### config.mk
export PLATFORM = sky130hd
export DESIGN_NAME = multdiv_seq_flat
export DESIGN_NICKNAME = d
export VERILOG_FILES = /design/src/rtl/multdiv_seq_if.sv /design/src/rtl/multdiv_seq.sv /design/src/flat_wrapper.sv
export SDC_FILE = /design/constraint.sdc
export NUM_CORES = 1
export LEC_CHECK = 0
export BUFFER_PORTS_ARGS = -buffer_cell sky130_fd_sc_hd__buf_4
export CORE_ASPECT_RATIO = 0.6
export CORE_MARGIN = 4
export CORE_UTILIZATION = 35
export CTS_CLUSTER_SIZE = 30
export DETAILED_ROUTE_END_ITERATION = 10
export HOLD_SLACK_MARGIN = 0.15
export PLACE_DENSITY = 0.5
export SETUP_SLACK_MARGIN = 0.1
export SLEW_MARGIN = 20
export SYNTH_ARGS = -nofsm -noshare
export SYNTH_HDL_FRONTEND = slang
export SYNTH_SLANG_ARGS = --single-unit
### constraint.sdc
create_clock -name clock -period 11.05 [get_ports clock]
set_input_delay 1.6575 -clock clock [delete_from_list [all_inputs] [get_ports clock]]
set_output_delay 1.6575 -clock clock [all_outputs]
set_load 0.03 [all_outputs]
### src/rtl/multdiv_seq_if.sv
// Request/response bundle between the execute-stage decoder and the mult/div sequencer.
interface multdiv_seq_if #(
  parameter int unsigned WIDTH = 32
);
  logic             sig_mult;
  logic             sig_div;
  logic [WIDTH-1:0] data_a;
  logic [WIDTH-1:0] data_b;
  logic             busy;
  logic             result_ready;
  logic [WIDTH-1:0] result;
  logic             exception;

  // Decoder / pipeline side: issues start requests, observes stall and result.
  modport master (
    output sig_mult, sig_div, data_a, data_b,
    input  busy, result_ready, result, exception
  );

  // Sequencer side.
  modport slave (
    input  sig_mult, sig_div, data_a, data_b,
    output busy, result_ready, result, exception
  );
endinterface

### src/rtl/multdiv_seq.sv
// Iterative signed multiply / restoring divide sequencer. One iteration per
// clock, WIDTH iterations per op; stalls the pipeline via busy while running.
module multdiv_seq #(
  parameter int unsigned WIDTH = 32
) (
  input  logic         clock,
  input  logic         reset_n,
  multdiv_seq_if.slave bus
);
  localparam int unsigned W  = WIDTH;
  localparam int unsigned W2 = 2 * WIDTH;
  localparam int unsigned CW = $clog2(WIDTH);

  typedef enum logic [1:0] {
    IDLE = 2'd0,
    MULT = 2'd1,
    DIV  = 2'd2,
    DONE = 2'd3
  } state_t;

  state_t          state;
  logic [CW-1:0]   cnt;
  logic            neg;
  // Multiply datapath: accumulator, left-shifting multiplicand, right-shifting multiplier.
  logic [W2-1:0]   acc;
  logic [W2-1:0]   mcand;
  logic [W-1:0]    mplier;
  // Divide datapath: partial remainder, dividend/quotient shift register, divisor.
  logic [W-1:0]    rem;
  logic [W-1:0]    quot;
  logic [W-1:0]    divisor;
  // Registered outputs.
  logic            busy_q;
  logic            result_ready_q;
  logic [W-1:0]    result_q;
  logic            exception_q;

  logic [W-1:0]    mag_a;
  logic [W-1:0]    mag_b;
  logic            op_neg;
  logic [W2-1:0]   acc_step;
  logic [W2-1:0]   prod_signed;
  logic            mult_ovf;
  logic [W:0]      div_shift;
  logic            div_fits;
  logic [W-1:0]    rem_step;
  logic [W-1:0]    quot_step;
  logic [W-1:0]    quot_signed;
  logic            div_ovf;
  logic            last_iter;

  // Operand magnitudes and per-iteration step values for both datapaths.
  always_comb begin
    // |MIN| = 2^(W-1) is representable as a W-bit unsigned magnitude.
    mag_a  = bus.data_a[W-1] ? (W'(0) - bus.data_a) : bus.data_a;
    mag_b  = bus.data_b[W-1] ? (W'(0) - bus.data_b) : bus.data_b;
    op_neg = bus.data_a[W-1] ^ bus.data_b[W-1];

    acc_step    = mplier[0] ? (acc + mcand) : acc;
    prod_signed = neg ? (W2'(0) - acc_step) : acc_step;
    // Product fits in W signed bits only if the top W+1 bits are a sign run.
    mult_ovf    = !((&prod_signed[W2-1:W-1]) || (~|prod_signed[W2-1:W-1]));

    div_shift   = {rem, quot[W-1]};
    div_fits    = (div_shift >= {1'b0, divisor});
    rem_step    = div_fits ? W'(div_shift - {1'b0, divisor}) : div_shift[W-1:0];
    quot_step   = {quot[W-2:0], div_fits};
    quot_signed = neg ? (W'(0) - quot_step) : quot_step;
    // Only MIN / -1 yields a positive quotient of 2^(W-1).
    div_ovf     = !neg && quot_step[W-1];

    last_iter   = (cnt == CW'(W - 1));
  end

  // Sequencer state, datapath registers and registered outputs.
  always_ff @(posedge clock or negedge reset_n) begin
    if (!reset_n) begin
      state          <= IDLE;
      cnt            <= '0;
      neg            <= 1'b0;
      acc            <= '0;
      mcand          <= '0;
      mplier         <= '0;
      rem            <= '0;
      quot           <= '0;
      divisor        <= '0;
      busy_q         <= 1'b0;
      result_ready_q <= 1'b0;
      result_q       <= '0;
      exception_q    <= 1'b0;
    end else begin
      result_ready_q <= 1'b0;
      case (state)
        IDLE, DONE: begin
          busy_q <= 1'b0;
          state  <= IDLE;
          if (bus.sig_mult) begin
            state  <= MULT;
            busy_q <= 1'b1;
            cnt    <= '0;
            neg    <= op_neg;
            acc    <= '0;
            mcand  <= W2'(mag_a);
            mplier <= mag_b;
          end else if (bus.sig_div) begin
            if (bus.data_b == '0) begin
              // Divide by zero completes immediately without iterating.
              state          <= DONE;
              result_ready_q <= 1'b1;
              result_q       <= '0;
              exception_q    <= 1'b1;
            end else begin
              state   <= DIV;
              busy_q  <= 1'b1;
              cnt     <= '0;
              neg     <= op_neg;
              rem     <= '0;
              quot    <= mag_a;
              divisor <= mag_b;
            end
          end
        end
        MULT: begin
          acc    <= acc_step;
          mcand  <= mcand << 1;
          mplier <= mplier >> 1;
          cnt    <= cnt + CW'(1);
          if (last_iter) begin
            state          <= DONE;
            busy_q         <= 1'b0;
            result_ready_q <= 1'b1;
            result_q       <= prod_signed[W-1:0];
            exception_q    <= mult_ovf;
          end
        end
        DIV: begin
          rem  <= rem_step;
          quot <= quot_step;
          cnt  <= cnt + CW'(1);
          if (last_iter) begin
            state          <= DONE;
            busy_q         <= 1'b0;
            result_ready_q <= 1'b1;
            result_q       <= quot_signed;
            exception_q    <= div_ovf;
          end
        end
        default: begin
          state  <= IDLE;
          busy_q <= 1'b0;
        end
      endcase
    end
  end

  assign bus.busy         = busy_q;
  assign bus.result_ready = result_ready_q;
  assign bus.result       = result_q;
  assign bus.exception    = exception_q;

endmodule

### src/flat_wrapper.sv
// flat-port wrapper written by rule: the top's interface ports become plain ports
module multdiv_seq_flat 
#(
  parameter int unsigned WIDTH = 32
)
  (clock, reset_n, bus_sig_mult, bus_sig_div, bus_data_a, bus_data_b, bus_busy, bus_result_ready, bus_result, bus_exception);
  multdiv_seq_if #(.WIDTH(WIDTH)) bus_i ();
  input  logic clock;
  input  logic reset_n;
  input wire logic [$bits(bus_i.sig_mult)-1:0] bus_sig_mult;
  input wire logic [$bits(bus_i.sig_div)-1:0] bus_sig_div;
  input wire logic [$bits(bus_i.data_a)-1:0] bus_data_a;
  input wire logic [$bits(bus_i.data_b)-1:0] bus_data_b;
  output wire logic [$bits(bus_i.busy)-1:0] bus_busy;
  output wire logic [$bits(bus_i.result_ready)-1:0] bus_result_ready;
  output wire logic [$bits(bus_i.result)-1:0] bus_result;
  output wire logic [$bits(bus_i.exception)-1:0] bus_exception;
  assign bus_i.sig_mult = bus_sig_mult;
  assign bus_i.sig_div = bus_sig_div;
  assign bus_i.data_a = bus_data_a;
  assign bus_i.data_b = bus_data_b;
  assign bus_busy = bus_i.busy;
  assign bus_result_ready = bus_i.result_ready;
  assign bus_result = bus_i.result;
  assign bus_exception = bus_i.exception;
  multdiv_seq #(.WIDTH(WIDTH)) u_core (.clock(clock), .reset_n(reset_n), .bus(bus_i));
endmodule
Yosys cells after proc, flatten, opt, wreduce, memory -nomap -nowiden
Cells that the tools add are included.
W data, S select, Z words.

cells by class
  add/sub/neg operators = 7
  multiply operators = 0
  div/mod/pow operators = 0
  $lt $le $gt $ge = 1
  equal/unequal tests = 15
  shift operators = 0
  muxes and demuxes = 54
  bitwise gates (word level) = 3
  reductions and logical operators = 20

operators by type and width
  cell                     number
  $mux W32                 16
  $mux W64                 4
  $pmux W64 S2             2
  $pmux W32 S2             3
  $pmux W32 S3             1
  $sub A1 B32 Y32 const A  3
  $add A64 B64 Y64         1
  $sub A1 B64 Y64 const A  1
  $ge A33 B32 Y1           1
  $reduce_and A33 Y1       1
  $reduce_or A33 Y1        1
  $logic_not A32 Y1        1
  $sub A32 B32 Y32         1
  $mux W1                  17
  $mux W5                  3
  $ne A2 B2 Y1 const B     5
  $pmux W5 S2              1
  $ne A2 B1 Y1 const B     4
  $reduce_and A4 Y1        2
  $mux W2                  3
  $ne A3 B3 Y1 const B     2
  $reduce_bool A2 Y1       3
  $add A5 B1 Y5 const B    1
  $eq A5 B5 Y1 const B     1
  15 further kinds         22

storage, ports and cells
  register bits after elaboration = 299
  bits in latches = 0
  RAM bits = 0
  memory bits (read-only) = 0
  bits of input ports = 68
  output and inout port bits = 35
  logic and storage cells = 113
  memories kept = 0

Logic depth before layout (Yosys ltp)
  depth after elaboration = 10
  gate-level depth with buffers = 26
  depth with buffers taken out = 24

Worst setup path before layout
OpenSTA, ideal clock, no wires.

  kind = register -> register
  from = reg u_core.mcand[0]
  to = reg u_core.exception_q (netlist: u_core.bus.exception)
  setup time = 0.130 ns
  arrival time = 5.457 ns
  data required time = 10.920 ns
  path slack = 5.463 ns
  stages on the path, launching flop included = 20
  buffers on the path = 0
  clock period less this slack = 5.587 ns
  cell sequence = dfrtp_1 > ha_1 > inv_1 > fa_1 > nor2b_1 > o31a_1 > o2111ai_1 > a311o_1 > a211o_1 > a31oi_1 > mux2i_1 > o311ai_0 > a2111o_1 > or3_4 > or4_4 > o41ai_2 > xnor2_1 > or4_1 > nor4_1 > nor3_1

on the way
  longest elaborated chain between the ends = 10
  elaborated cells between the ends (all ways) = 11
  those cells by class = 2 x add/sub; 4 x mux; 5 x reduce/logical

RTL lines
  what                      line                text
  start: declaration        multdiv_seq.sv:26   logic [W2-1:0] mcand;
  start signal: assignment  multdiv_seq.sv:103  mcand <= W2'(mag_a);
  start signal: assignment  multdiv_seq.sv:125  mcand <= mcand << 1;
  $add A64 B64 Y64 *        multdiv_seq.sv:59   acc_step = mplier[0] ? (acc + mcand) : acc;
  $mux W64 *                multdiv_seq.sv:59
  $sub A1 B64 Y64           multdiv_seq.sv:60   prod_signed = neg ? (W2'(0) - acc_step) : acc_step;
  $mux W64 *                multdiv_seq.sv:60
  $reduce_or A33 Y1         multdiv_seq.sv:62   mult_ovf = !((&prod_signed[W2-1:W-1]) || (~|prod_signed[W2-1:W-1]));
  $logic_not A1 Y1          multdiv_seq.sv:62
  $logic_or A1 B1 Y1 *      multdiv_seq.sv:62
  $logic_not A1 Y1 *        multdiv_seq.sv:62
  $mux W1 *                 multdiv_seq.sv:128  if (last_iter) begin
  $pmux W1 S3 *             multdiv_seq.sv:93   case (state)
  end signal: assignment    multdiv_seq.sv:133  exception_q <= mult_ovf;
  end signal: assignment    multdiv_seq.sv:145  exception_q <= div_ovf;
  end: declaration          multdiv_seq.sv:36   logic exception_q;

Every way passes the cells marked *; elsewhere a longest branch is shown, timed or not. The select of a mux whose other input is x is not followed.
A chain may end at the register's enable or synchronous reset.

Worst setup path in the final report
Same ends and word-level chain as after synthesis.

==> impl_metrics.prom <==
# TYPE chip_impl_metric gauge
chip_impl_metric{name="cell_pwr_density",unit="mW/mm²"} 319
chip_impl_info{name="status",value="completed"} 1
chip_impl_metric{name="finalClockSkew",unit="ps"} 22.6
chip_impl_metric{name="largest_net_degree_at_the_start_of_global_routing",unit=""} 92
chip_impl_info{name="netlist_top_cells_area",value="sky130_fd_sc_hd__dfrtp_1 33%, sky130_fd_sc_hd__o21ai_0 6.3%, sky130_fd_sc_hd__ha_1 5.6%, sky130_fd_sc_hd__nand2_1 5.4%, sky130_fd_sc_hd__a21oi_1 4.1%"} 1
chip_impl_metric{name="drcViolationCount",unit=""} 0
chip_impl_info{name="tritoncts",value="yes"} 1
chip_impl_metric{name="ff_latch_area",unit="mm²"} 0.00749
chip_impl_metric{name="finalPower",unit="mW"} 8.16
chip_impl_metric{name="syn-mean-instance-area",unit="µm²"} 8.16
chip_impl_info{name="most-common-layout-cells",value="330 x sky130_fd_sc_hd__nand2_1, 297 x sky130_fd_sc_hd__dfrtp_1, 286 x sky130_fd_sc_hd__o21ai_0, 200 x sky130_fd_sc_hd__nor2_1, 186 x sky130_fd_sc_hd__a21oi_1"} 1
chip_impl_metric{name="cts_buffers",unit=""} 36
chip_impl_metric{name="synth-edff-count",unit=""} 0
chip_impl_metric{name="mappedNetlistArea",unit="mm²"} 0.0228
chip_impl_metric{name="cts-htree-levels",unit=""} 2
chip_impl_metric{name="pwr-share-clk",unit="%"} 15.8
chip_impl_info{name="clock-root-buffer",value="sky130_fd_sc_hd__clkbuf_16"} 1
chip_impl_metric{name="cts-resized-gates",unit=""} 0
chip_impl_metric{name="drtAntennaViolNets",unit=""} 0
chip_impl_metric{name="antenna_found_initial",unit=""} 7
chip_impl_metric{name="async_reset_ff_share",unit="%"} 100
chip_impl_metric{name="syn2layout_area_growth",unit="%"} 12.2
chip_impl_metric{name="die_area",unit="mm²"} 0.0695
chip_impl_metric{name="netSwitchingFraction",unit="%"} 51.5
chip_impl_metric{name="leak",unit="nW"} 11.4
chip_impl_metric{name="p_int",unit="mW"} 3.96
chip_impl_metric{name="top_level_ports",unit=""} 103
chip_impl_metric{name="vdd.ir_drop.worst",unit="mV"} 0.201
chip_impl_metric{name="grt_pass1_wl",unit="µm"} 129000
chip_impl_metric{name="cts_num_sinks",unit=""} 299
chip_impl_metric{name="clock_insertion_delay_worst_skew",unit="ps"} 580
chip_impl_metric{name="hold_violations",unit=""} 0
chip_impl_info{name="postSynth.topFlopCell",value="sky130_fd_sc_hd__dfrtp_1"} 1
chip_impl_metric{name="dieWidth",unit="µm"} 338
chip_impl_metric{name="cap_viol_max_count",unit=""} 0
chip_impl_metric{name="max-slew-margin-rel",unit="%"} 19.8
chip_impl_metric{name="synth-seq-area-share",unit="%"} 32.8
chip_impl_metric{name="postSynthCellCount",unit=""} 2796
chip_impl_metric{name="worst-endpoint-arrival",unit="ps"} 7350
chip_impl_metric{name="dr.first_iter.drc_count",unit=""} 2418
chip_impl_metric{name="critPathRequiredTime",unit="ps"} 11510
chip_impl_metric{name="cp_max_fo",unit=""} 6
chip_impl_info{name="setup_repair_after_global_routing_missed_its_margin",value="no"} 1
chip_impl_metric{name="number_of_placement_rows",unit=""} 72
chip_impl_metric{name="clock_tree.buffer_depth",unit=""} 3
chip_impl_metric{name="synth_nets",unit=""} 2969
chip_impl_metric{name="drt-total-wl",unit="µm"} 85200
chip_impl_metric{name="cts.reportedPaths.clkPinSlew",unit="ps"} 80
chip_impl_info{name="final_common_cell",value="sky130_fd_sc_hd__nand2_1"} 1
chip_impl_metric{name="yosysWarningCount",unit=""} 0
chip_impl_metric{name="yosysUniqueCellTypes",unit=""} 89
chip_impl_metric{name="port_buffers",unit=""} 102
chip_impl_metric{name="total_vias_in_the_final_route",unit=""} 22100
chip_impl_metric{name="post-cts-setup-buffers",unit=""} 0
chip_impl_metric{name="route.detailed.vias_per_inst",unit=""} 6.00
chip_impl_metric{name="sequentialPowerShare",unit="%"} 23.2
chip_impl_metric{name="max_freq",unit="MHz"} 145
chip_impl_metric{name="cts_hold_buf",unit=""} 0
chip_impl_metric{name="synth.ff_latch_count",unit=""} 299
chip_impl_metric{name="initial_utilization",unit="%"} 35.4
chip_impl_info{name="cell_type_with_the_highest_aggregate_area_in_the_netlist",value="sky130_fd_sc_hd__dfrtp_1"} 1
chip_impl_metric{name="dpl.hpwl",unit="µm"} 63800
chip_impl_metric{name="layout_setup_ws",unit="ps"} 4160
chip_impl_metric{name="timing.final.setup_violations",unit=""} 0
chip_impl_metric{name="grt_overflow_total",unit=""} 0
chip_impl_metric{name="finalWeightedCongestion",unit=""} 0.943
chip_impl_metric{name="nFillCells",unit=""} 6544
chip_impl_info{name="critical_path.startpoint_type",value="flip-flop"} 1
chip_impl_metric{name="worst-r2r-cell-count",unit=""} 19
chip_impl_metric{name="share_of_the_clock_period_used_by_the_worst_path_after_layout",unit="%"} 62.3
chip_impl_info{name="min-delay-path-class",value="flip-flop to flip-flop"} 1
chip_impl_metric{name="nNetsFinal",unit=""} 2983
chip_impl_metric{name="net-switching-power",unit="mW"} 4.21
chip_impl_metric{name="preCtsSetupSlack",unit="ps"} 4270
chip_impl_metric{name="drive_gt1_share",unit="%"} 9.20
chip_impl_info{name="crit_end_element",value="flip-flop"} 1
chip_impl_metric{name="worstMarginPinSlew",unit="ps"} 1190
chip_impl_metric{name="die_y",unit="µm"} 206
chip_impl_metric{name="fraction_of_post_synthesis_cell_area_in_the_top_cell_type_by_area",unit="%"} 32.8
chip_impl_metric{name="comb_power_share",unit="%"} 61.0
chip_impl_metric{name="finalCriticalPeriod",unit="ps"} 6890
chip_impl_metric{name="global_route.usage.total",unit="%"} 24.1
chip_impl_metric{name="timing.final.max_slew_violations",unit=""} 0
chip_impl_metric{name="placeableCoreArea",unit="mm²"} 0.0645
chip_impl_metric{name="dpl-instance-area",unit="mm²"} 0.0243
chip_impl_metric{name="multi_input_area",unit="mm²"} 0.0144
chip_impl_metric{name="detailedRoute.firstPassIterationCount",unit=""} 8
chip_impl_metric{name="final.setup.tns",unit="ps"} 0
chip_impl_metric{name="first_global_vias",unit=""} 20100
chip_impl_metric{name="detail_route.wl_per_cell",unit="µm"} 23.1
chip_impl_info{name="critical_path_class",value="flip-flop to flip-flop"} 1
chip_impl_metric{name="post-route-cell-area",unit="mm²"} 0.0256
chip_impl_metric{name="min_path_cells",unit=""} 1
logic make-up after synthesis:
kind of cell / synth area share (%)
AOI/OAI and AO/OA: 28.4
xor gates and xnor gates: 7.02
adders and majority gates: 5.82
buffers and inverters: 4.34
DFF: 32.8
muxes: 2.66
and+or+nand+nor: 19.0
synth_stat cells (20+ instances only):
master and count:
sky130_fd_sc_hd__nor4_1 21, sky130_fd_sc_hd__o21ai_0 286, sky130_fd_sc_hd__nor3_1 45, sky130_fd_sc_hd__or3_1 42
sky130_fd_sc_hd__a211oi_1 57, sky130_fd_sc_hd__nand2b_1 33, sky130_fd_sc_hd__a22o_1 60, sky130_fd_sc_hd__nand4_1 38
sky130_fd_sc_hd__and3_1 21, sky130_fd_sc_hd__nand3_1 51, sky130_fd_sc_hd__mux2i_1 54, sky130_fd_sc_hd__clkbuf_1 131
sky130_fd_sc_hd__o21a_1 23, sky130_fd_sc_hd__a21o_1 90, sky130_fd_sc_hd__inv_1 84, sky130_fd_sc_hd__a22oi_1 34
sky130_fd_sc_hd__ha_1 103, sky130_fd_sc_hd__xnor2_1 101, sky130_fd_sc_hd__dfrtp_1 299, sky130_fd_sc_hd__nand2_1 331
sky130_fd_sc_hd__a31oi_1 29, sky130_fd_sc_hd__a21oi_1 186, sky130_fd_sc_hd__xor2_1 82, sky130_fd_sc_hd__nor2_1 201
sky130_fd_sc_hd__or2_2 20, sky130_fd_sc_hd__or4_1 20, sky130_fd_sc_hd__o31ai_1 44, sky130_fd_sc_hd__and2_1 20
sky130_fd_sc_hd__nor2b_1 23
registers in the layout, indices dropped and copies added, names as in the netlist, 2 cells and up:
register / cells
u_core.bus.result: 32
u_core.divisor: 32
u_core.state: 2
u_core.quot: 32
u_core.cnt: 5
u_core.mcand: 64
u_core.acc: 64
u_core.rem: 32
u_core.mplier: 32
worst max-delay path: stages, from the launching register on:
cell and delay (ps):
sky130_fd_sc_hd__dfrtp_1 420, sky130_fd_sc_hd__ha_1 230, sky130_fd_sc_hd__inv_1 80, sky130_fd_sc_hd__fa_1 400, sky130_fd_sc_hd__nor2b_1 220, sky130_fd_sc_hd__o31a_1 240, sky130_fd_sc_hd__o2111ai_1 500, sky130_fd_sc_hd__a311o_1 580
sky130_fd_sc_hd__a211o_1 420, sky130_fd_sc_hd__a31oi_1 430, sky130_fd_sc_hd__mux2i_1 240, sky130_fd_sc_hd__o311ai_1 260, sky130_fd_sc_hd__a2111o_1 510, sky130_fd_sc_hd__or3_4 370, sky130_fd_sc_hd__or4_4 460, sky130_fd_sc_hd__o41ai_2 310
sky130_fd_sc_hd__xnor2_1 130, sky130_fd_sc_hd__or4_1 590, sky130_fd_sc_hd__nor4_1 310, sky130_fd_sc_hd__nor3_1 70
area by class of cell:
| type | instances | share of cell area [%] |
|---|---|---|
| clock buffers | 53 | 4.09 |
| multi-input cells | 2247 | 56.3 |
| repair buffers | 141 | 4.24 |
| clock inverters | 11 | 0.698 |
| inverters | 85 | 1.26 |
| flip-flops and latches | 299 | 29.2 |
| diodes | 2 | 0.0195 |
| well taps | 851 | 4.16 |
worst paths after layout:
| check | from | to | slack, ps |
|---|---|---|---|
| setup / recovery | u_core.mcand[0]$_DFFE_PN0P_ | u_core.bus.exception$_DFFE_PN0P_ | 4160 |
| hold / removal | u_core.mplier[14]$_DFFE_PN0P_ | u_core.mplier[14]$_DFFE_PN0P_ | 480 |
| max in group asynchronous | reset_n | u_core.neg$_DFFE_PN0P_ | 7840 |
| hold reg to reg | u_core.mplier[14]$_DFFE_PN0P_ | u_core.mplier[14]$_DFFE_PN0P_ | 480 |
| setup reg to reg | u_core.mcand[0]$_DFFE_PN0P_ | u_core.bus.exception$_DFFE_PN0P_ | 4160 |
| min in group asynchronous | reset_n | u_core.mcand[60]$_DFFE_PN0P_ | 1050 |
through the flow:
stage,hold slack [ps],utilization (%),std cells
global placement,459,37.7,3622
finish,476,39.7,3689
CTS,480,39.6,3686
global route,489,39.7,3689
detailed placement,467,37.7,3622
floorplan,449,-,2796
routing by layer:
layer,part of all wire [%],GRT usage (%)
met1,53,40.4
met2,34,28.1
met3,11,7.64
met4,1.6,5.17
met5,0.021,0
power groups by stage:
stage	sequential (mW)	combinational, mW	clock (mW)
floorplan	1.81	3.45	0
global route	1.93	5.47	1.36
CTS	1.87	4.86	1.32
global placement	1.88	4.79	0
detailed placement	1.89	4.83	0
finish	1.89	4.98	1.29
Note: power is estimated with default switching activity, not from simulation.
